===== src/rtl/memory_arbiter_if.sv =====
// Processor/memory bus bundle for the unified-memory arbiter.
// The slave modport is the arbiter side; the master modport drives requests and models the memory.
interface memory_arbiter_if;
    logic        if_req;
    logic [31:0] if_addr;
    logic        if_gnt;
    logic        if_rvalid;
    logic [31:0] if_rdata;
    logic        d_req;
    logic        d_we;
    logic [31:0] d_addr;
    logic [31:0] d_wdata;
    logic        d_gnt;
    logic        d_rvalid;
    logic [31:0] d_rdata;
    logic        mem_en;
    logic        mem_we;
    logic [31:0] mem_addr;
    logic [31:0] mem_wdata;
    logic [31:0] mem_rdata;
    logic        busy;

    modport slave (
        input  if_req, if_addr, d_req, d_we, d_addr, d_wdata, mem_rdata,
        output if_gnt, if_rvalid, if_rdata, d_gnt, d_rvalid, d_rdata,
               mem_en, mem_we, mem_addr, mem_wdata, busy
    );

    modport master (
        output if_req, if_addr, d_req, d_we, d_addr, d_wdata, mem_rdata,
        input  if_gnt, if_rvalid, if_rdata, d_gnt, d_rvalid, d_rdata,
               mem_en, mem_we, mem_addr, mem_wdata, busy
    );
endinterface


===== src/rtl/memory_arbiter.sv =====
// Arbitrates fetch and load/store ports onto one single-port memory, one access in flight,
// data first with a streak limit that forces a waiting fetch through.
module memory_arbiter #(
    parameter int MEM_LAT     = 2,
    parameter int MAX_DSTREAK = 4
) (
    input logic              clk,
    input logic              reset,
    memory_arbiter_if.slave  bus
);
    localparam int CW = (MEM_LAT > 1) ? $clog2(MEM_LAT) : 1;
    localparam int SW = $clog2(MAX_DSTREAK + 1);
    localparam logic [CW-1:0] CNT_INIT   = CW'(MEM_LAT - 1);
    localparam logic [SW-1:0] STREAK_MAX = SW'(MAX_DSTREAK);

    typedef enum logic { IDLE, ACCESS } state_t;
    typedef enum logic { OWN_IF, OWN_D } owner_t;

    state_t        state, nstate;
    owner_t        owner;
    logic          owner_we;
    logic [CW-1:0] cnt;
    logic [SW-1:0] streak;
    logic          idle, done, gnt_i, gnt_d;
    logic          if_rvalid_q, d_rvalid_q;
    logic [31:0]   if_rdata_q, d_rdata_q;

    // Grants are suppressed while reset is asserted so the bus stays quiet.
    assign idle = (state == IDLE) && !reset;
    assign done = (state == ACCESS) && (cnt == '0);

    always_comb begin
        gnt_d = 1'b0;
        gnt_i = 1'b0;
        if (idle) begin
            if (bus.d_req && !(bus.if_req && streak == STREAK_MAX)) gnt_d = 1'b1;
            else if (bus.if_req)                                    gnt_i = 1'b1;
        end
    end

    always_ff @(posedge clk) begin
        if (reset) state <= IDLE;
        else       state <= nstate;
    end

    always_comb begin
        nstate = state;
        case (state)
            IDLE:    if (gnt_d || gnt_i) nstate = ACCESS;
            ACCESS:  if (cnt == '0)      nstate = IDLE;
            default: nstate = IDLE;
        endcase
    end

    always_comb begin
        bus.if_gnt    = gnt_i;
        bus.d_gnt     = gnt_d;
        bus.mem_en    = gnt_i || gnt_d;
        bus.mem_we    = gnt_d && bus.d_we;
        bus.mem_addr  = '0;
        bus.mem_wdata = '0;
        if (gnt_d) begin
            bus.mem_addr  = {bus.d_addr[31:2], 2'b00};
            bus.mem_wdata = bus.d_wdata;
        end else if (gnt_i) begin
            bus.mem_addr  = {bus.if_addr[31:2], 2'b00};
        end
        bus.busy      = (state == ACCESS);
        bus.if_rvalid = if_rvalid_q;
        bus.d_rvalid  = d_rvalid_q;
        bus.if_rdata  = if_rdata_q;
        bus.d_rdata   = d_rdata_q;
    end

    always_ff @(posedge clk) begin
        if (reset) begin
            cnt         <= '0;
            owner       <= OWN_IF;
            owner_we    <= 1'b0;
            streak      <= '0;
            if_rvalid_q <= 1'b0;
            d_rvalid_q  <= 1'b0;
            if_rdata_q  <= '0;
            d_rdata_q   <= '0;
        end else begin
            if_rvalid_q <= done && (owner == OWN_IF);
            d_rvalid_q  <= done && (owner == OWN_D);
            if (gnt_d || gnt_i) begin
                cnt      <= CNT_INIT;
                owner    <= gnt_d ? OWN_D : OWN_IF;
                owner_we <= gnt_d && bus.d_we;
            end else if (state == ACCESS && cnt != '0) begin
                cnt <= cnt - 1'b1;
            end
            // Stores complete with a response but leave the load data register alone.
            if (done) begin
                if (owner == OWN_IF) if_rdata_q <= bus.mem_rdata;
                else if (!owner_we)  d_rdata_q  <= bus.mem_rdata;
            end
            if (gnt_i) begin
                streak <= '0;
            end else if (gnt_d) begin
                if (!bus.if_req)               streak <= '0;
                else if (streak != STREAK_MAX) streak <= streak + 1'b1;
            end
        end
    end
endmodule


===== src/flat_wrapper.sv =====
// flat-port wrapper written by rule: the top's interface ports become plain ports
module memory_arbiter_flat 
#(
    parameter int MEM_LAT     = 2,
    parameter int MAX_DSTREAK = 4
)
  (clk, reset, bus_if_req, bus_if_addr, bus_d_req, bus_d_we, bus_d_addr, bus_d_wdata, bus_mem_rdata, bus_if_gnt, bus_if_rvalid, bus_if_rdata, bus_d_gnt, bus_d_rvalid, bus_d_rdata, bus_mem_en, bus_mem_we, bus_mem_addr, bus_mem_wdata, bus_busy);
  memory_arbiter_if bus_i ();
  input logic clk;
  input logic reset;
  input wire logic [$bits(bus_i.if_req)-1:0] bus_if_req;
  input wire logic [$bits(bus_i.if_addr)-1:0] bus_if_addr;
  input wire logic [$bits(bus_i.d_req)-1:0] bus_d_req;
  input wire logic [$bits(bus_i.d_we)-1:0] bus_d_we;
  input wire logic [$bits(bus_i.d_addr)-1:0] bus_d_addr;
  input wire logic [$bits(bus_i.d_wdata)-1:0] bus_d_wdata;
  input wire logic [$bits(bus_i.mem_rdata)-1:0] bus_mem_rdata;
  output wire logic [$bits(bus_i.if_gnt)-1:0] bus_if_gnt;
  output wire logic [$bits(bus_i.if_rvalid)-1:0] bus_if_rvalid;
  output wire logic [$bits(bus_i.if_rdata)-1:0] bus_if_rdata;
  output wire logic [$bits(bus_i.d_gnt)-1:0] bus_d_gnt;
  output wire logic [$bits(bus_i.d_rvalid)-1:0] bus_d_rvalid;
  output wire logic [$bits(bus_i.d_rdata)-1:0] bus_d_rdata;
  output wire logic [$bits(bus_i.mem_en)-1:0] bus_mem_en;
  output wire logic [$bits(bus_i.mem_we)-1:0] bus_mem_we;
  output wire logic [$bits(bus_i.mem_addr)-1:0] bus_mem_addr;
  output wire logic [$bits(bus_i.mem_wdata)-1:0] bus_mem_wdata;
  output wire logic [$bits(bus_i.busy)-1:0] bus_busy;
  assign bus_i.if_req = bus_if_req;
  assign bus_i.if_addr = bus_if_addr;
  assign bus_i.d_req = bus_d_req;
  assign bus_i.d_we = bus_d_we;
  assign bus_i.d_addr = bus_d_addr;
  assign bus_i.d_wdata = bus_d_wdata;
  assign bus_i.mem_rdata = bus_mem_rdata;
  assign bus_if_gnt = bus_i.if_gnt;
  assign bus_if_rvalid = bus_i.if_rvalid;
  assign bus_if_rdata = bus_i.if_rdata;
  assign bus_d_gnt = bus_i.d_gnt;
  assign bus_d_rvalid = bus_i.d_rvalid;
  assign bus_d_rdata = bus_i.d_rdata;
  assign bus_mem_en = bus_i.mem_en;
  assign bus_mem_we = bus_i.mem_we;
  assign bus_mem_addr = bus_i.mem_addr;
  assign bus_mem_wdata = bus_i.mem_wdata;
  assign bus_busy = bus_i.busy;
  memory_arbiter #(.MEM_LAT(MEM_LAT), .MAX_DSTREAK(MAX_DSTREAK)) u_core (.clk(clk), .reset(reset), .bus(bus_i));
endmodule

===== config.mk =====
export PLATFORM = sky130hd
export DESIGN_NAME = memory_arbiter_flat
export DESIGN_NICKNAME = d
export VERILOG_FILES = /design/src/rtl/memory_arbiter_if.sv /design/src/rtl/memory_arbiter.sv /design/src/flat_wrapper.sv
export SDC_FILE = /design/constraint.sdc
export NUM_CORES = 1
export LEC_CHECK = 0
export BUFFER_PORTS_ARGS = -buffer_cell sky130_fd_sc_hd__buf_2
export CAP_MARGIN = 0
export CELL_PAD_IN_SITES_DETAIL_PLACEMENT = 0
export CELL_PAD_IN_SITES_GLOBAL_PLACEMENT = 1
export CORE_MARGIN = 5
export CORE_UTILIZATION = 23
export CTS_BUF_LIST = sky130_fd_sc_hd__clkbuf_8 sky130_fd_sc_hd__clkbuf_16
export CTS_CLUSTER_DIAMETER = 100
export DETAILED_ROUTE_END_ITERATION = 7
export GPL_TIMING_DRIVEN = 0
export PLACE_DENSITY = 0.75
export SYNTH_ARGS = -nofsm -noshare
export SYNTH_HDL_FRONTEND = slang
export SYNTH_SLANG_ARGS = --single-unit

===== constraint.sdc =====
create_clock -name clk -period 1.45 [get_ports clk]
set_clock_uncertainty 0.05 [all_clocks]
set_input_delay 0.0725 -clock clk [delete_from_list [all_inputs] [get_ports clk]]
set_output_delay 0.0725 -clock clk [all_outputs]
set_load 0.02 [all_outputs]

==> run_results.csv <==
group,metric,value,unit
outcome,outcome,"finished with violations",
outcome,violations,"setup timing",
synthesis,avgSynthCellArea,8.728,µm²
route,wl_per_cell,16.35,µm
worst_setup_path,worstPathMaxFanout,10,
worst_setup_path,crit_type,"flip-flop to output pin",
sta,finalSetupTns,-44.78,ns
clocking,htreeDepth,3,
synthesis,synth_seq_cells,73,
clocking,clock-root-buffer,"clkbuf_16",
worst_setup_path,crit_buf_inv,4,
route,first_pass_iters,4,
synthesis,yosysUniqueCellTypes,33,
sta,slew_headroom,0.5372,
global_route,grt_pass1_wl,21.31,mm
power_and_ir_drop,p_per_area,925.1,nW/µm²
synthesis,netlist_area,3273,µm²
sta,finalHoldViolations,0,
placed_design,place.gp.congestion,0.8040,
power_and_ir_drop,ir_worst_vdd,0.5539,mV
clocking,cts_tree,"yes",
placed_design,post-place-cells,816,
placed_design,placedInstanceArea,5126,µm²
layout,fin_cells,899,
floorplanning,die_x,129.3,µm
worst_setup_path,cp_slowest_stage_delay,0.34,ns
floorplanning,dieArea,16720,µm²
worst_setup_path,crit_required,1.33,ns
sta,worst_pin_slew,0.6941,ns
layout,n_fill_cell,1275,
layout,mostFrequentLayoutCell,"buf_2",
clocking,clk_pin_slew,0.06,ns
route,finalWirelength,14.70,mm
power_and_ir_drop,leakage,3.450,nW
floorplanning,initial_core_util,0.2349,
worst_setup_path,cp-start-kind,"flip-flop",
sta,hold_ws,0.04013,ns
route,viasPerCell,4.447,
route,ant_nets,0,
worst_setup_path,cp.arrival,1.87,ns
worst_setup_path,critPathSlowestCell,"dfxtp_2",
worst_setup_path,cp_cell_sequence,"inv_2, ha_4, a21boi_2, and3b_1, buf_8, buf_12, a22o_4, buf_4",
clocking,clock_sinks,73,
synthesis,synth_seq_area_share,0.4465,
layout,final_cell_mix,"222 x buf_2, 69 x dfxtp_1, 49 x buf_6",
layout,fin_area,6943,µm²
run,max_cap_violations,0,
sta,max_freq,0.5020,GHz
clocking,clock_latency,0.33,ns
sta,rsz0062_at_grt,"yes",
layout,fin_util,0.4982,
global_route,track_usage,0.1611,
worst_hold_path,hp-class,"input port to flip-flop",
floorplanning,core_area,13930,µm²
sta,fin_crit_sh,1.374,
floorplanning,ioPinCount,268,
synthesis,synthCells,375,
global_route,antenna_found_initial,0,
floorplanning,fp.dieH,129.3,µm
sta,setup_slack,-0.5420,ns
layout,area_growth,112.1,%
layout,nets,848,
global_route,grt_pass1_vias,4135,
sta,period_needed,1.992,ns
layout,layout-drive-gt1-share,0.6351,
worst_setup_path,end_kind,"output pin",
clocking,cts_buffers,9,
route,drc,0,
route,dr_total_vias,3998,
sta,maxSlewViolCount,0,
route,drt-initial-drc-count,67,
synthesis,yosys_warnings,0,
floorplanning,core.rowCount,43,
power_and_ir_drop,total_power,6.423,mW
placed_design,dp_slack,-0.2519,ns
clocking,clk_path_buf_depth,2,
global_route,grt_max_degree,13,
global_route,grt_overflow_total,0,
sta,setup_violations,136,
placed_design,dp_hpwl,10.63,mm
placed_design,io_buffers,260,
worst_setup_path,path_delay_family,"buffers and inverters",
## worst paths after layout
kind                                            from                             endpoint  slack (ns)  cells past startpoint
setup / recovery       u_core.streak[1]$_SDFFE_PP0P_                      bus_mem_addr[2]       -0.54                      8
hold reg to reg   u_core.bus.d_rdata[0]$_SDFFE_PP0P_   u_core.bus.d_rdata[0]$_SDFFE_PP0P_        0.41                      2
hold / removal                             bus_d_req           u_core.bus.busy$_SDFF_PP0_        0.04                      3
setup reg to reg          u_core.bus.busy$_SDFF_PP0_  u_core.bus.if_rdata[5]$_SDFFE_PP0P_       -0.33                     10
## repair_timing
action	CTS	global route
endpoints found under the hold margin	65	0
pin swaps	7	41
setup buffers	21	8
hold buffers	33	0
cloned	7	2
endpoints found under the setup margin	124	136
gates resized for setup	128	125
## synth_stat cells (all sizes together)
| library cell | number | area (µm²) |
|---|---|---|
| a21boi | 1 | 7.510 |
| a21oi | 37 | 185.2 |
| a22o | 30 | 262.8 |
| a31o | 1 | 8.760 |
| and2 | 1 | 6.260 |
| and3 | 34 | 212.7 |
| and3b | 1 | 8.760 |
| buf | 18 | 150.1 |
| clkbuf | 19 | 71.32 |
| conb | 1 | 3.750 |
| dfxtp | 73 | 1461 |
| ha | 2 | 25.02 |
| inv | 4 | 15.01 |
| mux2i | 32 | 320.3 |
| nand2 | 65 | 244.0 |
| nand2b | 1 | 6.260 |
| nand3 | 3 | 15.01 |
| nand3b | 1 | 7.510 |
| nand4 | 1 | 6.260 |
| nand4bb | 1 | 11.26 |
| nor2 | 35 | 147.6 |
| nor2b | 1 | 6.260 |
| nor3 | 4 | 20.02 |
| nor3b | 2 | 20.02 |
| nor4bb | 1 | 10.01 |
| o21ai | 4 | 20.02 |
| o31a | 1 | 8.760 |
| or3b | 1 | 11.26 |
## sequential cells by signal, indices dropped and copies added, names as in the netlist
register              count
u_core.bus.if_rdata      32
u_core.streak             3
u_core.cnt                1
u_core.owner              1
u_core.bus.d_rdata       32
u_core.bus.d_rvalid       1
u_core.owner_we           1
u_core.bus.busy           1
u_core.bus.if_rvalid      1
## area by class of cell
class                           instances  area [µm²]  share of cell area
Timing Repair Buffer                  328        2302              0.3316
Multi-Input combinational cell        262        2206              0.3177
Sequential cell                        73        1466              0.2112
Buffer                                 35       380.4             0.05478
Clock buffer                           10       239.0             0.03442
Tap cell                              180       225.2             0.03244
Clock inverter                          6       106.4             0.01532
Inverter                                4       15.01            0.002163
Antenna cell                            1       2.502           0.0003604
## layer usage
metal	vias up	GRT usage	wire, µm
li1	1973	-	-
met1	1853	0.1731	5424
met2	157	0.2963	7708
met3	15	0.05688	1368
met4	0	0.04756	195
met5	-	0	0
## cell families (layout without fill, tap and decap cells)
logic type               Yosys count  in the layout  share of synthesized area
other                              1              3                   0.001146
flip-flops                        73             73                     0.4465
multiplexers                      32             32                    0.09786
adder cells (fa/ha/maj)            2              2                   0.007644
buffers and inverters             41            383                    0.07224
AO/OA/AOI/OAI                     74             74                     0.1506
AND/OR/NAND/NOR                  152            152                     0.2240
## worst min-delay path, cell delays in order
cell and delay [ns]:
buf_2 0.13, nor3_1 0.06, nor3_1 0.11
## report_power, final
part	internal [mW]	leakage, nW	switching [mW]	total, mW
sequential	2.11	0.595	0.0628	2.17
clock	1.72	0.170	0.858	2.58
combinational	0.874	2.69	0.804	1.68
total	4.70	3.45	1.72	6.42
Note: power is estimated with default switching activity, not from simulation.
